[config.mk]
export PLATFORM = sky130hd
export DESIGN_NAME = divide_unit
export DESIGN_NICKNAME = d
export VERILOG_FILES = /design/src/rtl/divide_unit.sv
export SDC_FILE = /design/constraint.sdc
export NUM_CORES = 1
export LEC_CHECK = 0
export BUFFER_PORTS_ARGS = -buffer_cell sky130_fd_sc_hd__buf_2
export CORE_ASPECT_RATIO = 1.5
export CORE_MARGIN = 2
export CORE_UTILIZATION = 45
export CTS_CLUSTER_SIZE = 30
export DETAILED_ROUTE_END_ITERATION = 10
export PLACE_DENSITY = 0.68
export SKIP_CTS_REPAIR_TIMING = 1
export SYNTH_ARGS = -nofsm -noshare
export SYNTH_HDL_FRONTEND = slang
export SYNTH_SLANG_ARGS = --single-unit
export TNS_END_PERCENT = 1
[constraint.sdc]
create_clock -name clk -period 3.35 [get_ports clk]
set_input_delay 0.5025 -clock clk [delete_from_list [all_inputs] [get_ports clk]]
set_output_delay 0.5025 -clock clk [all_outputs]
set_load 0.03 [all_outputs]
[src/rtl/divide_unit.sv]
// Sequential sign-magnitude Q7.8 divider: restoring shift-subtract, one quotient
// bit per cycle, start/busy/done handshake and multiply-compatible flags.
module divide_unit #(
  parameter int N    = 32,
  parameter int FRAC = 8
) (
  input  logic         clk,
  input  logic         rst,
  input  logic         start,
  input  logic [N-1:0] a,
  input  logic [N-1:0] b,
  output logic         busy,
  output logic         done,
  output logic [N-1:0] c,
  output logic         cout,
  output logic         zero,
  output logic         overflow,
  output logic         neg
);

  localparam int ITER = 15 + FRAC;
  localparam int CW   = $clog2(ITER + 1);

  typedef enum logic [1:0] {IDLE, DIV, DONE} state_t;

  state_t          state;
  logic [CW-1:0]   cnt;
  logic [15:0]     c_q;

  logic            sign_q;
  logic [ITER-1:0] dvd_q;
  logic [14:0]     dsr_q;
  logic [14:0]     rem_q;
  logic [ITER-1:0] quo_q;

  logic [15:0]     rem_sh;
  logic            ge;
  logic [15:0]     rem_nx;
  logic [ITER-1:0] quo_nx;
  logic            capture;

  // Upper operand bits carry no data.
  logic unused_hi;
  assign unused_hi = ^{a[N-1:16], b[N-1:16]};

  function automatic logic quo_ovf(input logic [ITER-1:0] q);
    return |q[ITER-1:15];
  endfunction

  function automatic logic [14:0] sat_mag(input logic [ITER-1:0] q);
    return quo_ovf(q) ? 15'h7FFF : q[14:0];
  endfunction

  assign capture = start && (state != DIV);

  always_comb begin
    rem_sh = {rem_q, dvd_q[ITER-1]};
    ge     = (rem_sh >= {1'b0, dsr_q});
    rem_nx = ge ? (rem_sh - {1'b0, dsr_q}) : rem_sh;
    quo_nx = {quo_q[ITER-2:0], ge};
  end

  // Datapath registers: loaded at capture, stepped once per DIV cycle.
  always_ff @(posedge clk) begin
    if (capture) begin
      sign_q <= a[15] ^ b[15];
      dvd_q  <= {a[14:0], {FRAC{1'b0}}};
      dsr_q  <= b[14:0];
      rem_q  <= '0;
      quo_q  <= '0;
    end else if (state == DIV) begin
      rem_q  <= rem_nx[14:0];
      quo_q  <= quo_nx;
      dvd_q  <= {dvd_q[ITER-2:0], 1'b0};
    end
  end

  always_ff @(posedge clk) begin
    if (rst) begin
      state    <= IDLE;
      cnt      <= '0;
      busy     <= 1'b0;
      done     <= 1'b0;
      c_q      <= '0;
      cout     <= 1'b0;
      zero     <= 1'b0;
      overflow <= 1'b0;
      neg      <= 1'b0;
    end else begin
      case (state)
        DIV: begin
          cnt <= cnt - 1'b1;
          if (cnt == CW'(1)) begin
            state    <= DONE;
            busy     <= 1'b0;
            done     <= 1'b1;
            c_q      <= {sign_q, sat_mag(quo_nx)};
            overflow <= quo_ovf(quo_nx);
            cout     <= |rem_nx;
            zero     <= (sat_mag(quo_nx) == 15'd0);
            neg      <= sign_q;
          end
        end
        default: begin
          if (start) begin
            cnt <= CW'(ITER);
            // A zero divisor magnitude finishes immediately with a saturated result.
            if (b[14:0] == 15'd0) begin
              state    <= DONE;
              busy     <= 1'b0;
              done     <= 1'b1;
              c_q      <= {a[15] ^ b[15], 15'h7FFF};
              overflow <= 1'b1;
              cout     <= 1'b0;
              zero     <= 1'b0;
              neg      <= a[15] ^ b[15];
            end else begin
              state <= DIV;
              busy  <= 1'b1;
              done  <= 1'b0;
            end
          end else begin
            state <= IDLE;
            busy  <= 1'b0;
            done  <= 1'b0;
          end
        end
      endcase
    end
  end

  assign c = {{(N-16){1'b0}}, c_q};

endmodule

==> flow_summary.toml <==
[floorplanning]
boundaryPins = 105
core_region_area_um2 = 10530
start_util = 0.4582
fp.dieArea_um2 = 11590
fp.dieW_um = 88.56
die_h_um = 130.8
num_rows = 46

[timing]
worst_slew_margin_rel = 0.5427
fmax_ghz = 0.3281
timing.final.crit_period_ps = 3048
timing.final.crit_share = 0.9099
postLayoutSetupSlackWorst_ps = 301.7
worst_hold_slack_ps = 348.7
final_hold_vios = 0
largest_clock_skew_in_the_final_design_ps = 6.964
finalSetupViolations = 0
setup-tns-final_ps = 0
rsz0062_at_grt = "no"
timing_max_transition_violations_final = 0
worstMarginPinSlew_ps = 677.3

[clock_network]
cts_root_buf = "sky130_fd_sc_hd__clkbuf_16"
cts.sinks = 94
clock_latency_ps = 350
clock_tree.htree_level_count = 3
clkSlewWorstSetupHoldPaths_ps = 60
cts_tree = "built"
clock_tree.buffer_depth = 2
cts_buffers = 9

[place]
routability_cong = 0.8448
place_hpwl_um = 7986
place_ws_ps = 332.0
placed_area_um2 = 5152
buffer_ports.inserted = 56

[layout]
design.final.nets = 654
antenna_cells = 0
finalInstanceArea_um2 = 5492
final.fill_count = 957
areaGrowthSynthToFinish_pct = 13.79
drive_gt1_frac = 0.1864

[routing]
route.detailed.vias_per_inst = 5.340
drcViolationCount = 0
detailroute.via_count = 3834
postRouteWirelength_um = 10970
wl_per_cell_um = 15.27
final_antenna_net_count = 0
drt_first_iter_violations = 241
drt_pass1_iterations = 5

[synth]
yosysSeqAreaShare = 0.4542
post_synth_main_area_contributors = "sky130_fd_sc_hd__dfxtp_1, sky130_fd_sc_hd__edfxtp_1, sky130_fd_sc_hd__nand3b_1"
synthesis.area_per_instance_um2 = 9.227
synthesis.area_um2 = 4826
synth.ff_latch_count = 94
commonest_register_cell_after_synthesis = "sky130_fd_sc_hd__dfxtp_1"
synth.top_cell.area_share = 0.2613
synthesis.instances = 523
async_flop_share = 0
yosys.cell_types.count = 65
synth_area_leader_cell = "sky130_fd_sc_hd__dfxtp_1"
synth_edf_count = 31
ys.warnings.count = 0

[grt]
grt_remaining_overflow = 0
groute.usage.overall = 0.1997
grt_antenna_before_repair = 0
grt_start_max_net_pins = 43
grt_pass1_wl_um = 17800
grt_pass1_vias = 3717

[pwr]
cellLeakagePower_nw = 2.387
pwr_density_cell_nw_per_um2 = 513.2
vdd_drop_max_uv = 317.0
total_power_mw = 2.818

[worst_setup_path]
critical_path.startpoint = "dvd_q[22]"
rr_worst_depth = 10
setup.worst_path.end_class = "flip-flop"
setup.worst_path.start_class = "flip-flop"
critical_path.max_fanout = 3
ff2ff_setup_slack_ps = 300
worstSetupEndpoint = "cout"
required_ps = 3560
critical_path.reg2reg.startpoint = "dvd_q[22]"
worstSetupPathType = "flip-flop to flip-flop"
crit-reg2reg-capture = "cout"
worst_ep_arrival_time_ps = 3260

[run_status]
run_status = "finished, final reports clean"

[run]
timing.max_cap.violations = 0

[worst_hold_path]
hold_path.class = "input port to flip-flop"
worst max-delay path, cell delays in order, from the launching register on:
cell                       delay, ps
sky130_fd_sc_hd__edfxtp_1        410
sky130_fd_sc_hd__inv_1            60
sky130_fd_sc_hd__ha_1            220
sky130_fd_sc_hd__fa_1            400
sky130_fd_sc_hd__or2b_2          330
sky130_fd_sc_hd__a21oi_1         230
sky130_fd_sc_hd__o22ai_1         200
sky130_fd_sc_hd__xnor2_1         190
sky130_fd_sc_hd__or3b_2          490
sky130_fd_sc_hd__o31ai_2         240
sky130_fd_sc_hd__a41oi_1         130
cell families after synthesis:
family / synth area share
adder cells (fa/ha/maj): 0.04822
multiplexers: 0.06170
buffers and inverters: 0.06948
XOR/XNOR: 0.01452
flip-flops: 0.4542
AO/OA/AOI/OAI: 0.1149
other: 0.0007771
AND/OR/NAND/NOR: 0.2362
sequential cells by signal, indices dropped and copies added, names as in the netlist:
name,cells
busy,1
rem_q,15
zero,1
done,1
neg,1
sign_q,1
quo_q,22
c_q,15
overflow,1
cout,1
dsr_q,15
cnt,5
dvd_q,15
per-stage QoR:
| stage | util | instances |
|---|---|---|
| after global routing | 0.5214 | 718 |
| after global placement | 0.4892 | 702 |
| after detailed placement | 0.4892 | 702 |
| final | 0.5214 | 718 |
| after CTS | 0.5214 | 718 |
| after floorplan | - | 538 |
worst min-delay path by stage:
stage / startpoint / end / slack [ps] / cells past startpoint
2_1_floorplan: quo_q[19] / quo_q[20] / 430 / 2
3_3_place_gp: quo_q[15] / quo_q[16] / 440 / 2
3_5_place_dp: quo_q[17] / quo_q[18] / 450 / 2
4_1_cts: b[13] / dsr_q[13] / 340 / 1
5_1_grt: b[2] / dsr_q[2] / 350 / 1
6_report: b[13] / dsr_q[13] / 350 / 1
cells in the final DEF (no fill, tap or decap), types with 3 or more instances in the layout:
cell type | netlist | routed
sky130_fd_sc_hd__mux2_2 | 14 | 14
sky130_fd_sc_hd__inv_1 | 28 | 28
sky130_fd_sc_hd__or3_1 | 3 | 3
sky130_fd_sc_hd__o22ai_1 | 3 | 3
sky130_fd_sc_hd__o21ai_0 | 17 | 17
sky130_fd_sc_hd__bufinv_16 | 0 | 3
sky130_fd_sc_hd__ha_1 | 17 | 17
sky130_fd_sc_hd__nand2_1 | 56 | 56
sky130_fd_sc_hd__xor2_1 | 4 | 4
sky130_fd_sc_hd__nor3_1 | 26 | 26
sky130_fd_sc_hd__nand3_1 | 12 | 12
sky130_fd_sc_hd__conb_1 | 1 | 16
sky130_fd_sc_hd__clkbuf_16 | 0 | 9
sky130_fd_sc_hd__nor4_1 | 10 | 10
sky130_fd_sc_hd__xnor2_1 | 4 | 4
sky130_fd_sc_hd__nand3b_1 | 31 | 31
sky130_fd_sc_hd__o211ai_1 | 6 | 6
sky130_fd_sc_hd__buf_4 | 18 | 5
sky130_fd_sc_hd__a21o_1 | 4 | 4
sky130_fd_sc_hd__nor2_1 | 56 | 56
sky130_fd_sc_hd__nor2b_1 | 5 | 4
sky130_fd_sc_hd__o31ai_1 | 3 | 3
sky130_fd_sc_hd__dfxtp_1 | 63 | 63
sky130_fd_sc_hd__mux2i_1 | 14 | 14
sky130_fd_sc_hd__nor3b_1 | 3 | 3
sky130_fd_sc_hd__edfxtp_1 | 31 | 31
sky130_fd_sc_hd__a21oi_1 | 20 | 20
sky130_fd_sc_hd__buf_2 | 1 | 56
sky130_fd_sc_hd__nand2b_1 | 6 | 6
layer usage:
| layer | track usage | wire length, um | up-vias |
|---|---|---|---|
| li1 | - | - | 1928 |
| met1 | 0.2334 | 4602 | 1800 |
| met2 | 0.3322 | 5530 | 81 |
| met3 | 0.04334 | 411 | 25 |
| met4 | 0.1185 | 423 | 0 |
| met5 | 0 | 0 | - |
final cells by class:
type	count	area, um^2	area share
Clock inverter	6	110.1	0.02005
Timing Repair Buffer	61	317.8	0.05787
Tap cell	144	180.2	0.03281
Sequential cell	94	2192	0.3992
Multi-Input combinational cell	375	2357	0.4293
Inverter	28	105.1	0.01914
Clock buffer	10	229.0	0.04170
cell usage after synthesis (all sizes together), types with 3 or more instances:
cell type and instances:
o22ai 3, nor4 10, mux2 14, ha 17, nand2b 6, or3 4, xnor2 4, xor2 4
nand3b 31, a21o 6, nor3b 3, dfxtp 63, nor3 26, nand2 56, inv 28, nor2b 5
mux2i 14, o31ai 4, o21ai 18, nand3 12, nor2 56, buf 22, a21oi 21, clkbuf 19
o211ai 6, edfxtp 31
report_power, final:
part | total, mW | internal (mW) | switching, mW
clock network | 1.15 | 0.728 | 0.425
registers | 1.28 | 1.25 | 0.0300
logic | 0.388 | 0.148 | 0.240
(Power assumes the default switching activity.)
